===== src/rtl/bp_be_pkg.sv =====
// Shared backend definitions used by the fe_queue checkpoint FIFO.
package bp_be_pkg;

  // Pointer width for an els-deep queue: index bits plus one wrap bit.
  function automatic int ptr_width(input int els);
    return $clog2(els) + 1;
  endfunction

endpackage


===== src/rtl/bp_be_fe_queue_ckpt_ptrs.sv =====
// Write, read and commit pointers with wrap bits, plus the occupancy flags
// derived from them.
module bp_be_fe_queue_ckpt_ptrs
  import bp_be_pkg::*;
#(
  parameter int els_p = 8,
  localparam int ptr_w_lp = ptr_width(els_p)
) (
  input  logic                clk_i,
  input  logic                reset_i,
  input  logic                enq_i,
  input  logic                yumi_i,
  input  logic                commit_i,
  input  logic                rollback_i,
  input  logic                clr_i,
  output logic [ptr_w_lp-1:0] wptr_o,
  output logic [ptr_w_lp-1:0] rptr_o,
  output logic [ptr_w_lp-1:0] cptr_o,
  output logic                full_o,
  output logic                empty_o,
  output logic                unread_o
);

  localparam logic [ptr_w_lp-1:0] els_lp = ptr_w_lp'(els_p);

  logic [ptr_w_lp-1:0] wptr_reg, rptr_reg, cptr_reg;
  logic [ptr_w_lp-1:0] cptr_next;

  assign cptr_next = commit_i ? cptr_reg + 1'b1 : cptr_reg;

  always_ff @(posedge clk_i) begin
    if (reset_i || clr_i) begin
      wptr_reg <= '0;
      rptr_reg <= '0;
      cptr_reg <= '0;
    end else begin
      if (enq_i)
        wptr_reg <= wptr_reg + 1'b1;
      cptr_reg <= cptr_next;
      // Rollback lands on the commit point including this cycle's commit.
      if (rollback_i)
        rptr_reg <= cptr_next;
      else if (yumi_i)
        rptr_reg <= rptr_reg + 1'b1;
    end
  end

  assign wptr_o   = wptr_reg;
  assign rptr_o   = rptr_reg;
  assign cptr_o   = cptr_reg;
  assign full_o   = ((wptr_reg - cptr_reg) == els_lp);
  assign empty_o  = (cptr_reg == wptr_reg);
  assign unread_o = (rptr_reg != wptr_reg);

endmodule


===== src/rtl/bp_be_fe_queue_ckpt.sv =====
// Checkpointing FE->BE packet queue with speculative dequeue, commit, rollback
// and clear. Optional zero-latency bypass: define BP_FE_QUEUE_BYPASS_EN.
module bp_be_fe_queue_ckpt
  import bp_be_pkg::*;
#(
  parameter int els_p   = 8,
  parameter int width_p = 128
) (
  input  logic               clk_i,
  input  logic               reset_i,
  input  logic [width_p-1:0] fe_queue_i,
  input  logic               fe_queue_v_i,
  output logic               fe_queue_ready_o,
  output logic [width_p-1:0] fe_queue_o,
  output logic               fe_queue_v_o,
  input  logic               fe_queue_yumi_i,
  input  logic               commit_i,
  input  logic               rollback_i,
  input  logic               clr_i,
  output logic               empty_o
);

  localparam int ptr_w_lp = ptr_width(els_p);
  localparam int idx_w_lp = ptr_w_lp - 1;

  logic [ptr_w_lp-1:0] wptr, rptr, cptr;
  logic                full, unread, enq;
  logic [width_p-1:0]  mem [els_p];
  logic [width_p-1:0]  mem_rd;

  assign fe_queue_ready_o = ~full;
  assign enq = fe_queue_v_i & fe_queue_ready_o;

  bp_be_fe_queue_ckpt_ptrs #(.els_p(els_p)) ptrs (
    .clk_i      (clk_i),
    .reset_i    (reset_i),
    .enq_i      (enq),
    .yumi_i     (fe_queue_yumi_i),
    .commit_i   (commit_i),
    .rollback_i (rollback_i),
    .clr_i      (clr_i),
    .wptr_o     (wptr),
    .rptr_o     (rptr),
    .cptr_o     (cptr),
    .full_o     (full),
    .empty_o    (empty_o),
    .unread_o   (unread)
  );

  // Contents are don't-care after clear, so storage is never reset.
  always_ff @(posedge clk_i) begin
    if (enq)
      mem[wptr[idx_w_lp-1:0]] <= fe_queue_i;
  end

  assign mem_rd = mem[rptr[idx_w_lp-1:0]];

`ifdef BP_FE_QUEUE_BYPASS_EN
  logic bypass;
  // The bypassed packet is still written, so replay after rollback works.
  assign bypass       = ~unread & enq & ~clr_i & ~rollback_i;
  assign fe_queue_v_o = unread | bypass;
  assign fe_queue_o   = bypass ? fe_queue_i : mem_rd;
`else
  assign fe_queue_v_o = unread;
  assign fe_queue_o   = mem_rd;
`endif

`ifndef SYNTHESIS
  always_ff @(posedge clk_i) begin
    if (!reset_i) begin
      assert (!(fe_queue_yumi_i && !fe_queue_v_o))
        else $error("fe_queue: yumi without valid");
      assert (!(commit_i && (cptr == rptr)))
        else $error("fe_queue: commit with nothing read");
      assert (!(fe_queue_v_i && full && !clr_i))
        else $error("fe_queue: enqueue while full");
    end
  end
`endif

endmodule


===== config.mk =====
export PLATFORM = sky130hd
export DESIGN_NAME = bp_be_fe_queue_ckpt
export DESIGN_NICKNAME = d
export VERILOG_FILES = /design/src/rtl/bp_be_pkg.sv /design/src/rtl/bp_be_fe_queue_ckpt_ptrs.sv /design/src/rtl/bp_be_fe_queue_ckpt.sv
export SDC_FILE = /design/constraint.sdc
export NUM_CORES = 1
export LEC_CHECK = 0
export BUFFER_PORTS_ARGS = -buffer_cell sky130_fd_sc_hd__buf_2
export CORE_MARGIN = 2
export CORE_UTILIZATION = 35
export DETAILED_ROUTE_END_ITERATION = 10
export PLACE_DENSITY = 0.54
export SLEW_MARGIN = 40
export SYNTH_ARGS = -nofsm -noshare
export SYNTH_HDL_FRONTEND = slang
export SYNTH_SLANG_ARGS = --single-unit

===== constraint.sdc =====
create_clock -name clk_i -period 19.54 [get_ports clk_i]
set_input_delay 2.931 -clock clk_i [delete_from_list [all_inputs] [get_ports clk_i]]
set_output_delay 2.931 -clock clk_i [all_outputs]
set_load 0.05 [all_outputs]

# Yosys cells after proc, flatten, opt, wreduce, memory -nomap -nowiden
# Memory sizes are Yosys's and may differ from the RTL's. A register that Yosys moved wholly into a read port is not among the register bits.
# Cells that the tools add are included.
# totals
ff_bits,12
ramBits,1024
out_inout_bits,131
memories,1
# memory_table
memory,words,word_bits,rd,rd_ports_with_merged_regs,write_ports,line_no,rtl
mem,8,128,1,1,1,bp_be_fe_queue_ckpt.sv:28,logic [width_p-1:0] mem [els_p];
# classes
n_addsub,4
n_eq_ne,3
mux,7
bitwise_logic,2
reduce_logical,2
# ops
cell,count
"adder 4 x 1 -> 4 bit, second input constant",3
two-way mux 4 bit,3
two-way mux 3 bit,2
equality test 4 bit,1
"equality test 4 bit, second input constant",1
!= test 4 bit,1
subtractor 4 bit,1
two-way mux 1 bit,2
nonzero test 2 bit,1
AND 1 bit,1
logical OR 1 bit,1
NOT 1 bit,1

# Longest topological paths before layout
# Gate-level depths: netlist of the first run.
# logic_depth
depth_word,6
mapped_depth,7

# By module
# A second synthesis of the first run with hierarchy kept.
# hier_totals
hier_cells,1567
hier_area_um2,39690.6
# modules_own_cells
module,instances,cells_per_inst,area_per_inst_um2,seq_area_each_um2
bp_be_fe_queue_ckpt,1,1494,39012.4,30749.5
bp_be_fe_queue_ckpt_ptrs,1,73,678.2,240.2

# Worst setup path before layout of the first run
# Ideal clock, no wire load.
# synth_path
kind,input to register
startpoint,input port fe_queue_v_i
endpoint,"memory mem[0][0], enable pin"
setup_ns,0.930
arrival_time_ns,15.192
t_required_ns,18.610
slack_ns,3.418
cell_stages,2
n_path_buf,0
cell_sequence,nand3_1 > nor4_1
# synth_between
elab_chain_len,3
# synth_rtl
element,line_no,rtl
"start, declared",bp_be_fe_queue_ckpt.sv:12,"input logic fe_queue_v_i,"
AND 1 bit,bp_be_fe_queue_ckpt.sv:32,assign enq = fe_queue_v_i & fe_queue_ready_o;
two-way mux 1 bit,bp_be_fe_queue_ckpt.sv:52,if (enq)
two-way mux 1 bit (not written as such),bp_be_fe_queue_ckpt.sv:53,mem[wptr[idx_w_lp-1:0]] <= fe_queue_i;
"end, declared",bp_be_fe_queue_ckpt.sv:28,
# No other way between the ends.

==> flow_metrics.py, run 1 <==
metrics = {
    "run_status": {
        "status": "complete, no violations",
    },
    "timing": {
        "maxSlewHeadroom_pct": 46.5,
        "setup_viol": 0,
        "period_needed_ns": 7.63,
        "skew_ns": 0.0169,
        "clock.fmax_mhz": 131,
        "min_period_over_period_pct": 39.1,
        "worstMarginPinSlew_ns": 0.803,
        "grt_setup_unrepaired": "false",
        "worst_slack_ns": 11.91,
        "hold_slack_ns": 0.590,
        "hold_violations": 0,
        "fin_setup_tns_ns": 0,
        "finalMaxSlewViolations": 0,
    },
    "detailed_routing": {
        "wl_um": 82100,
        "route.detailed.drc": 0,
        "wl_per_cell_um": 23.4,
        "vias": 17400,
        "firstDrtPassIters": 4,
        "drt_iter0_markers": 1266,
        "viasPerCell": 4.95,
        "drt.antenna.violating_nets": 0,
    },
    "floorplanning": {
        "dieArea_mm2": 0.115,
        "initial_core_util_pct": 35.4,
        "die_height_um": 339,
        "rows": 122,
        "die_w_um": 339,
        "core_area_mm2": 0.111,
        "boundaryPins": 266,
    },
    "cells_and_area": {
        "layout_common_cells": "1,024 x edfxtp_1, 265 x buf_2, 256 x mux4_2, 129 x mux2_2, 115 x clkbuf_16",
        "fillCellCount": 9679,
        "syn_to_final_growth_pct": 17.6,
        "nNetsFinal": 2061,
        "drive_gt1_share_pct": 42.7,
        "layout_commonest_cell": "edfxtp_1",
        "regArea_mm2": 0.0311,
        "finalInstanceArea_mm2": 0.0461,
        "multi_input_area_mm2": 0.00782,
    },
    "worst_setup_path": {
        "slowest_stage": "dfxtp_4",
        "cp_cell_sequence": "buf_6, buf_4, buf_12, buf_6, mux4_2, mux2_2, buf_2",
        "crit_path_end_kind": "output port",
        "cp-start-kind": "flop",
        "critPathMaxFanout": 48,
        "path_class": "flop to output port",
        "cp_num_buf_inv": 5,
        "crit_cells": 7,
        "cp.required_ns": 16.61,
        "reg2reg_depth": 7,
        "crit_top_cell": "buf_6",
        "critPathMaxStageDelay_ns": 0.83,
        "cp_top_family": "buffers and inverters",
        "arrival_ns": 4.70,
    },
    "synth": {
        "async_reset_ff_share_pct": 0,
        "syn-num-nets": 1721,
        "synth-edff-count": 1024,
        "synthFlopType": "edfxtp_1",
        "synth_area_mm2": 0.0392,
        "yosysUniqueCellTypes": 37,
        "synth_area_per_cell_um2": 24.8,
        "netlist_instances": 1580,
        "synth-seq-area-share_pct": 79.3,
        "yosysWarnings": 0,
        "ys_ff_latch": 1039,
    },
    "global_routing": {
        "grt.total_usage_pct": 14.4,
        "antenna_found_initial": 11,
        "grt-ovfl-total": 0,
        "grt_pass1_vias": 18900,
        "grt_max_degree": 94,
        "grt_pass1_wl_um": 123000,
    },
    "place": {
        "portBuffers": 265,
        "dp_slack_ns": 12.44,
        "placedInstanceArea_mm2": 0.0425,
        "gp_congestion": 0.677,
        "hpwlAfterDp_um": 43500,
    },
    "cts": {
        "cts_buffers": 111,
        "cts_sinks": 1039,
        "clockBufferDepth": 3,
        "hold_buffers": 0,
        "cts_root_buffer": "clkbuf_16",
        "post-cts-setup-buffers": 0,
        "cts_tree": "yes",
        "postCtsResizedCells": 0,
        "htreeDepth": 3,
        "clkTransAtPathRegs_ns": 0.06,
        "clk-insertion-delay-late_ns": 0.70,
    },
    "pwr": {
        "switchingPower_w": 0.00104,
        "clkPwrFrac_pct": 42.1,
        "power.density_mw_per_mm2": 104,
        "p_sw_share_pct": 21.6,
        "power_frac_comb_pct": 6.1,
        "p_int_w": 0.00377,
        "seqPwrFrac_pct": 51.7,
        "peakVddDrop_mv": 0.0778,
        "p_leak_nw": 14.4,
    },
    "hold_path": {
        "hold_class": "flop to flop",
        "min_path_cells": 2,
    },
    "flow_run": {
        "drv_cap": 0,
    },
}
## registers in the layout, indices dropped and copies added, names as in the netlist, named ones only
| signal | flops |
|---|---|
| ptrs.cptr_o | 4 |
| mem | 1024 |
| ptrs.wptr_o | 4 |
| ptrs.rptr_o | 4 |
## final timing paths
check                               from                     endpoint  slack (ns)
min          ptrs.wptr_o[3]$_SDFFE_PP0P_  ptrs.wptr_o[3]$_SDFFE_PP0P_        0.59
max                                 flop               fe_queue_o[61]       11.91
max reg2reg  ptrs.wptr_o[1]$_SDFFE_PP0P_         mem[4][99]$_DFFE_PP_       15.32
min reg2reg  ptrs.wptr_o[3]$_SDFFE_PP0P_  ptrs.wptr_o[3]$_SDFFE_PP0P_        0.59
## cell families (layout without fill, tap and decap cells)
logic type	Yosys count	after routing	share of synthesized area [%]
AO/OA/AOI/OAI	11	11	0.217
XOR/XNOR	12	12	0.307
adder cells (fa/ha/maj)	6	6	0.192
buffers and inverters	82	515	0.904
flip-flops	1039	1039	79.3
multiplexers	388	388	18.5
other	0	5	0
AND/OR/NAND/NOR	42	42	0.623
## routing by layer
metal  vias to the layer above  track usage, %  routed length [um]
met2                       317            23.9               41200
met4                        16            4.11                1760
met5                         -               0                 100
met3                       138            3.22                3560
li1                       7510               -                   -
met1                      9386            18.9               35400
## area by class of cell
class / count / area share [%]
Antenna cell: 5 / 0.0272
Clock buffer: 137 / 6.43
Clock inverter: 69 / 1.26
Inverter: 7 / 0.0570
Multi-Input combinational cell: 459 / 17.0
Sequential cell: 1039 / 67.4
Tap cell: 1488 / 4.04
Timing Repair Buffer: 302 / 3.80
## through the flow
| step | util, % | std cells | total power, W |
|---|---|---|---|
| finish | 41.6 | 3506 | 0.00481 |
| floorplan | - | 1580 | 0.00275 |
| CTS | 41.5 | 3500 | 0.00487 |
| detailed placement | 38.3 | 3294 | 0.00283 |
| global placement | 38.2 | 3291 | 0.00283 |
| global route | 41.6 | 3503 | 0.00498 |
## power by group through the flow
stage                     Sequential (W)  Combinational, W  Clock (W)
after detailed placement         0.00253          0.000301          0
after CTS                        0.00249          0.000301    0.00208
after global routing             0.00249          0.000315    0.00218
after floorplan                  0.00254          0.000207          0
after global placement           0.00253          0.000294          0
final                            0.00249          0.000295    0.00203
## worst register-to-register path: stages (launching register included)
cell and delay [ns]:
dfxtp_1 0.62, ha_1 0.37, nor2b_1 0.19, o211ai_1 0.31, nand3_1 0.36, nor4_2 0.53, buf_6 0.67, buf_4 0.78
## cell usage after synthesis (all sizes together) (2+ instances only)
cell | count | area share [%]
nor4 | 9 | 0.18
xor2 | 3 | 0.067
xnor2 | 8 | 0.18
inv | 7 | 0.067
edfxtp | 1024 | 78
buf | 35 | 0.45
mux2 | 129 | 3.7
a22o | 2 | 0.045
dfxtp | 15 | 0.77
ha | 6 | 0.19
mux2i | 3 | 0.077
mux4 | 256 | 15
nand4 | 6 | 0.096
nand3 | 3 | 0.038
nor2 | 9 | 0.086
nand2 | 6 | 0.057
nor2b | 2 | 0.032
a211oi | 2 | 0.038
clkbuf | 40 | 0.38
(Power assumes the default switching activity.)
==> run 2: changes to the inputs <==
Settings changed: PLACE_DENSITY 0.54 to 0.56.
Clock period 19.54 ns to 6.6 ns, I/O delays scaled along.
==> flow_metrics.py, run 2 (same netlist as run 1, synthesis figures left out) <==
metrics = {
    "pwr": {
        "power.density_mw_per_mm2": 303,
        "power_frac_comb_pct": 6.3,
        "p_sw_share_pct": 21.7,
        "p_int_w": 0.0109,
        "switchingPower_w": 0.00303,
        "clkPwrFrac_pct": 40.9,
        "p_leak_nw": 14.4,
        "peakVddDrop_mv": 0.194,
        "p_total_w": 0.0140,
        "seqPwrFrac_pct": 52.8,
    },
    "detailed_routing": {
        "viasPerCell": 4.97,
        "vias": 17400,
        "wl_um": 82400,
        "drt_iter0_markers": 1232,
        "firstDrtPassIters": 5,
        "drt.antenna.violating_nets": 0,
        "route.detailed.drc": 0,
        "wl_per_cell_um": 23.6,
    },
    "floorplanning": {
        "die_w_um": 339,
        "die_height_um": 339,
        "core_area_mm2": 0.111,
        "dieArea_mm2": 0.115,
        "initial_core_util_pct": 35.4,
        "boundaryPins": 266,
        "rows": 122,
    },
    "place": {
        "gp_congestion": 0.705,
        "dp_slack_ns": 2.40,
        "portBuffers": 265,
        "hpwlAfterDp_um": 43500,
    },
    "cells_and_area": {
        "largest_reg_flops": 1024,
        "layout_commonest_cell": "edfxtp_1",
        "finish.utilization_pct": 41.5,
        "nNetsFinal": 2054,
        "drive_gt1_share_pct": 42.2,
        "layout_common_cells": "1,024 x edfxtp_1, 265 x buf_2, 256 x mux4_2, 129 x mux2_2, 110 x clkbuf_16",
        "syn_to_final_growth_pct": 17.5,
    },
    "cts": {
        "clk-insertion-delay-late_ns": 0.68,
        "clockBufferDepth": 3,
        "cts_sinks": 1039,
        "hold_buffers": 0,
        "post-cts-setup-buffers": 0,
        "cts_tree": "yes",
        "postCtsResizedCells": 0,
        "cts_root_buffer": "clkbuf_16",
        "htreeDepth": 3,
        "clkTransAtPathRegs_ns": 0.06,
        "cts_buffers": 108,
    },
    "timing": {
        "maxSlewHeadroom_pct": 49.7,
        "skew_ns": 0.0226,
        "worstMarginPinSlew_ns": 0.752,
        "finalMaxSlewViolations": 0,
        "worst_slack_ns": 2.33,
        "setup_viol": 0,
        "clock.fmax_mhz": 234,
        "grt_setup_unrepaired": "false",
        "min_period_over_period_pct": 64.7,
        "hold_violations": 0,
        "period_needed_ns": 4.27,
    },
    "worst_setup_path": {
        "endpoint": "fe_queue_o[59]",
        "reg2reg_from": "ptrs.wptr_o[0]$_SDFFE_PP0P_",
        "cp.required_ns": 5.61,
        "path_class": "flop to output port",
        "crit_path_end_kind": "output port",
        "reg2reg_setup_slack_ns": 2.47,
        "critPathMaxFanout": 72,
        "cp-start-kind": "flop",
        "arrival_ns": 3.28,
        "r2r-end": "mem[1][12]$_DFFE_PP_",
        "reg2reg_depth": 8,
    },
    "run_status": {
        "status": "complete, no violations",
    },
    "global_routing": {
        "grt_pass1_vias": 18800,
        "antenna_found_initial": 18,
        "grt_max_degree": 129,
        "grt.total_usage_pct": 14.3,
        "grt-ovfl-total": 0,
        "grt_pass1_wl_um": 123000,
    },
    "flow_run": {
        "drv_cap": 0,
    },
    "hold_path": {
        "hold_class": "flop to flop",
        "min_path_cells": 2,
    },
}
==> run 2: how the worst min path moves through the flow <==
stage / start / to
final: ptrs.wptr_o[3]$_SDFFE_PP0P_ / ptrs.wptr_o[3]$_SDFFE_PP0P_
after global routing: fe_queue_i[48] / mem[1][48]$_DFFE_PP_
after CTS: fe_queue_i[64] / mem[4][64]$_DFFE_PP_
after detailed placement: ptrs.wptr_o[3]$_SDFFE_PP0P_ / ptrs.wptr_o[3]$_SDFFE_PP0P_
after global placement: ptrs.wptr_o[3]$_SDFFE_PP0P_ / ptrs.wptr_o[3]$_SDFFE_PP0P_
after floorplan: ptrs.wptr_o[3]$_SDFFE_PP0P_ / ptrs.wptr_o[3]$_SDFFE_PP0P_
==> run 2: stage by stage <==
stage,hold slack (ns),instance area [um^2],instances,setup TNS (ns)
floorplan,0.492,39200,1580,-2554.84
global placement,0.540,42600,3287,0
detailed placement,0.547,42700,3290,0
CTS,0.504,46000,3487,0
global route,0.538,46000,3489,0
finish,0.553,46000,3489,0
==> run 2: metal layers <==
| layer | GRT usage [%] | share of wire [%] |
|---|---|---|
| met2 | 23.3 | 49 |
| met3 | 4.08 | 6.5 |
| met1 | 18.7 | 43 |
| met4 | 4.04 | 1.7 |
| met5 | 0 | 0.24 |
==> run 2: worst max-delay path, cell delays in order (launching register included) <==
cell and delay, ns:
dfxtp_4 0.80, buf_12 0.48, mux4_2 0.58, mux2_2 0.33, buf_2 0.23
==> run 2: final cells by class <==
class | count | area, um^2
clock inverters | 61 | 479
clock buffers | 136 | 2850
inverters | 7 | 26.3
multi-input cells | 459 | 7880
fillers | 9686 | 64800
repair buffers | 298 | 1860
well taps | 1488 | 1860
flip-flops and latches | 1039 | 31100
diodes | 1 | 2.50
==> run 2: power by group through the flow <==
stage               Combinational (W)  Sequential, W  Clock (W)
detailed placement           0.000905        0.00750          0
floorplan                    0.000614        0.00750          0
CTS                          0.000908        0.00736    0.00589
global route                 0.000947        0.00736    0.00613
finish                       0.000886        0.00736    0.00571
global placement             0.000889        0.00749          0
==> run 3: changes to the inputs <==
Settings changed: PLACE_DENSITY 0.56 to 0.54.
Clock period 6.6 ns to 4.01 ns, I/O delays scaled along.
==> flow_metrics.py, run 3 (same netlist as run 1, synthesis figures left out) <==
metrics = {
    "cts": {
        "postCtsResizedCells": 0,
        "cts_buffers": 109,
        "cts_tree": "yes",
        "cts_sinks": 1039,
        "cts_root_buffer": "clkbuf_16",
        "clkTransAtPathRegs_ns": 0.06,
        "post-cts-setup-buffers": 0,
        "clockBufferDepth": 3,
        "htreeDepth": 3,
        "clk-insertion-delay-late_ns": 0.69,
        "hold_buffers": 0,
    },
    "cells_and_area": {
        "largest_reg_flops": 1024,
        "fillCellCount": 9654,
        "drive_gt1_share_pct": 43.1,
        "nNetsFinal": 2061,
        "finalInstanceArea_mm2": 0.0464,
        "layout_common_cells": "1,024 x edfxtp_1, 265 x buf_2, 256 x mux4_2, 129 x mux2_2, 109 x clkbuf_16",
        "layout_commonest_cell": "edfxtp_1",
        "syn_to_final_growth_pct": 18.5,
        "final_cells": 3505,
    },
    "detailed_routing": {
        "vias": 17600,
        "drt.antenna.violating_nets": 0,
        "route.detailed.drc": 0,
        "wl_per_cell_um": 24.2,
        "drt_iter0_markers": 1227,
        "viasPerCell": 5.01,
        "wl_um": 84900,
        "firstDrtPassIters": 5,
    },
    "timing": {
        "hold_violations": 0,
        "maxSlewHeadroom_pct": 57.4,
        "fin_setup_tns_ns": 0,
        "finalMaxSlewViolations": 0,
        "skew_ns": 0.0319,
        "clock.fmax_mhz": 278,
        "min_period_over_period_pct": 89.6,
        "grt_setup_unrepaired": "false",
        "setup_viol": 0,
        "hold_slack_ns": 0.181,
        "worstMarginPinSlew_ns": 0.639,
        "period_needed_ns": 3.59,
    },
    "floorplanning": {
        "die_height_um": 339,
        "rows": 122,
        "dieArea_mm2": 0.115,
        "die_w_um": 339,
        "boundaryPins": 266,
        "core_area_mm2": 0.111,
        "initial_core_util_pct": 35.4,
    },
    "global_routing": {
        "grt_pass1_vias": 19000,
        "grt-ovfl-total": 0,
        "grt.total_usage_pct": 14.8,
        "grt_max_degree": 81,
        "grt_pass1_wl_um": 127000,
        "antenna_found_initial": 33,
    },
    "worst_setup_path": {
        "reg2reg_depth": 6,
        "cp-start-kind": "flop",
        "arrival_ns": 2.99,
        "reg2reg_from": "ptrs.wptr_o[1]$_SDFFE_PP0P_",
        "critPathMaxFanout": 44,
        "reg2reg_setup_slack_ns": 0.60,
        "path_class": "flop to output port",
        "crit_path_end_kind": "output port",
        "cp.required_ns": 3.41,
    },
    "place": {
        "hpwlAfterDp_um": 47500,
        "portBuffers": 265,
        "placedCellCount": 3297,
        "placedInstanceArea_mm2": 0.0429,
        "gp_congestion": 0.711,
    },
    "run_status": {
        "status": "complete, no violations",
    },
    "hold_path": {
        "hold_start": "fe_queue_i[5]",
        "hold_class": "primary input to flop",
        "min_path_cells": 1,
    },
    "flow_run": {
        "drv_cap": 0,
    },
    "pwr": {
        "power.density_mw_per_mm2": 504,
        "p_leak_nw": 14.5,
        "peakVddDrop_mv": 0.322,
    },
}
## run 3: changes by cell type in the layout (fill, tap and decap cells not counted), moves of 3 or more
cell / change
clkinv_16: +3
buf_4: -5
clkinv_2: +6
buf_16: -4
bufinv_16: +4
buf_12: +17
diode_2: +5
clkbuf_1: -7
## run 3: metrics by stage
step           worst slack (ns)  utilization [%]  total power [W]
2_1_floorplan             -2.20                -           0.0134
3_3_place_gp              0.612             38.7           0.0139
3_5_place_dp              0.567             38.7           0.0139
4_1_cts                   0.291             41.9           0.0237
5_1_grt                   0.215             41.9           0.0242
6_report                  0.416             41.9           0.0234
## run 3: routing by layer
layer | vias up | routed length, um | GRT usage, % | share of wire, %
met1 | 9469 | 37600 | 20.5 | 44
li1 | 7486 | - | - | -
met2 | 396 | 39800 | 23.2 | 47
met5 | - | 289 | 0 | 0.34
met4 | 44 | 1670 | 3.64 | 2.0
met3 | 156 | 5540 | 4.32 | 6.5
## run 3: path summary, 6_finish.rpt
kind	end
max	fe_queue_o[55]
min	mem[1][5]$_DFFE_PP_
max reg2reg	mem[3][102]$_DFFE_PP_
min reg2reg	ptrs.wptr_o[3]$_SDFFE_PP0P_
## run 3: worst max-delay path: stages, from the launching register on
cell and delay, ns:
dfxtp_4 0.75, buf_12 0.40, mux4_2 0.56, mux2_2 0.31, buf_2 0.22
## run 3: area by class of cell
cell class,count,area (um^2),share of cell area (%)
sequential,1039,31100,66.9
multi-input combinational,459,7910,17.0
clock buffer,129,2810,6.06
inverter,7,30.0,0.0647
tap,1488,1860,4.01
timing repair buffer,304,2030,4.38
clock inverter,73,713,1.54
antenna,6,15.0,0.0323
## run 3: report_power, final
| group | switching, W | total, W | leakage (nW) | internal (W) |
|---|---|---|---|---|
| sequential | 0.0000453 | 0.0121 | 9.43 | 0.0121 |
| combinational | 0.000985 | 0.00151 | 3.37 | 0.000522 |
| clock | 0.00412 | 0.00979 | 1.72 | 0.00567 |
| total | 0.00515 | 0.0234 | 14.5 | 0.0183 |
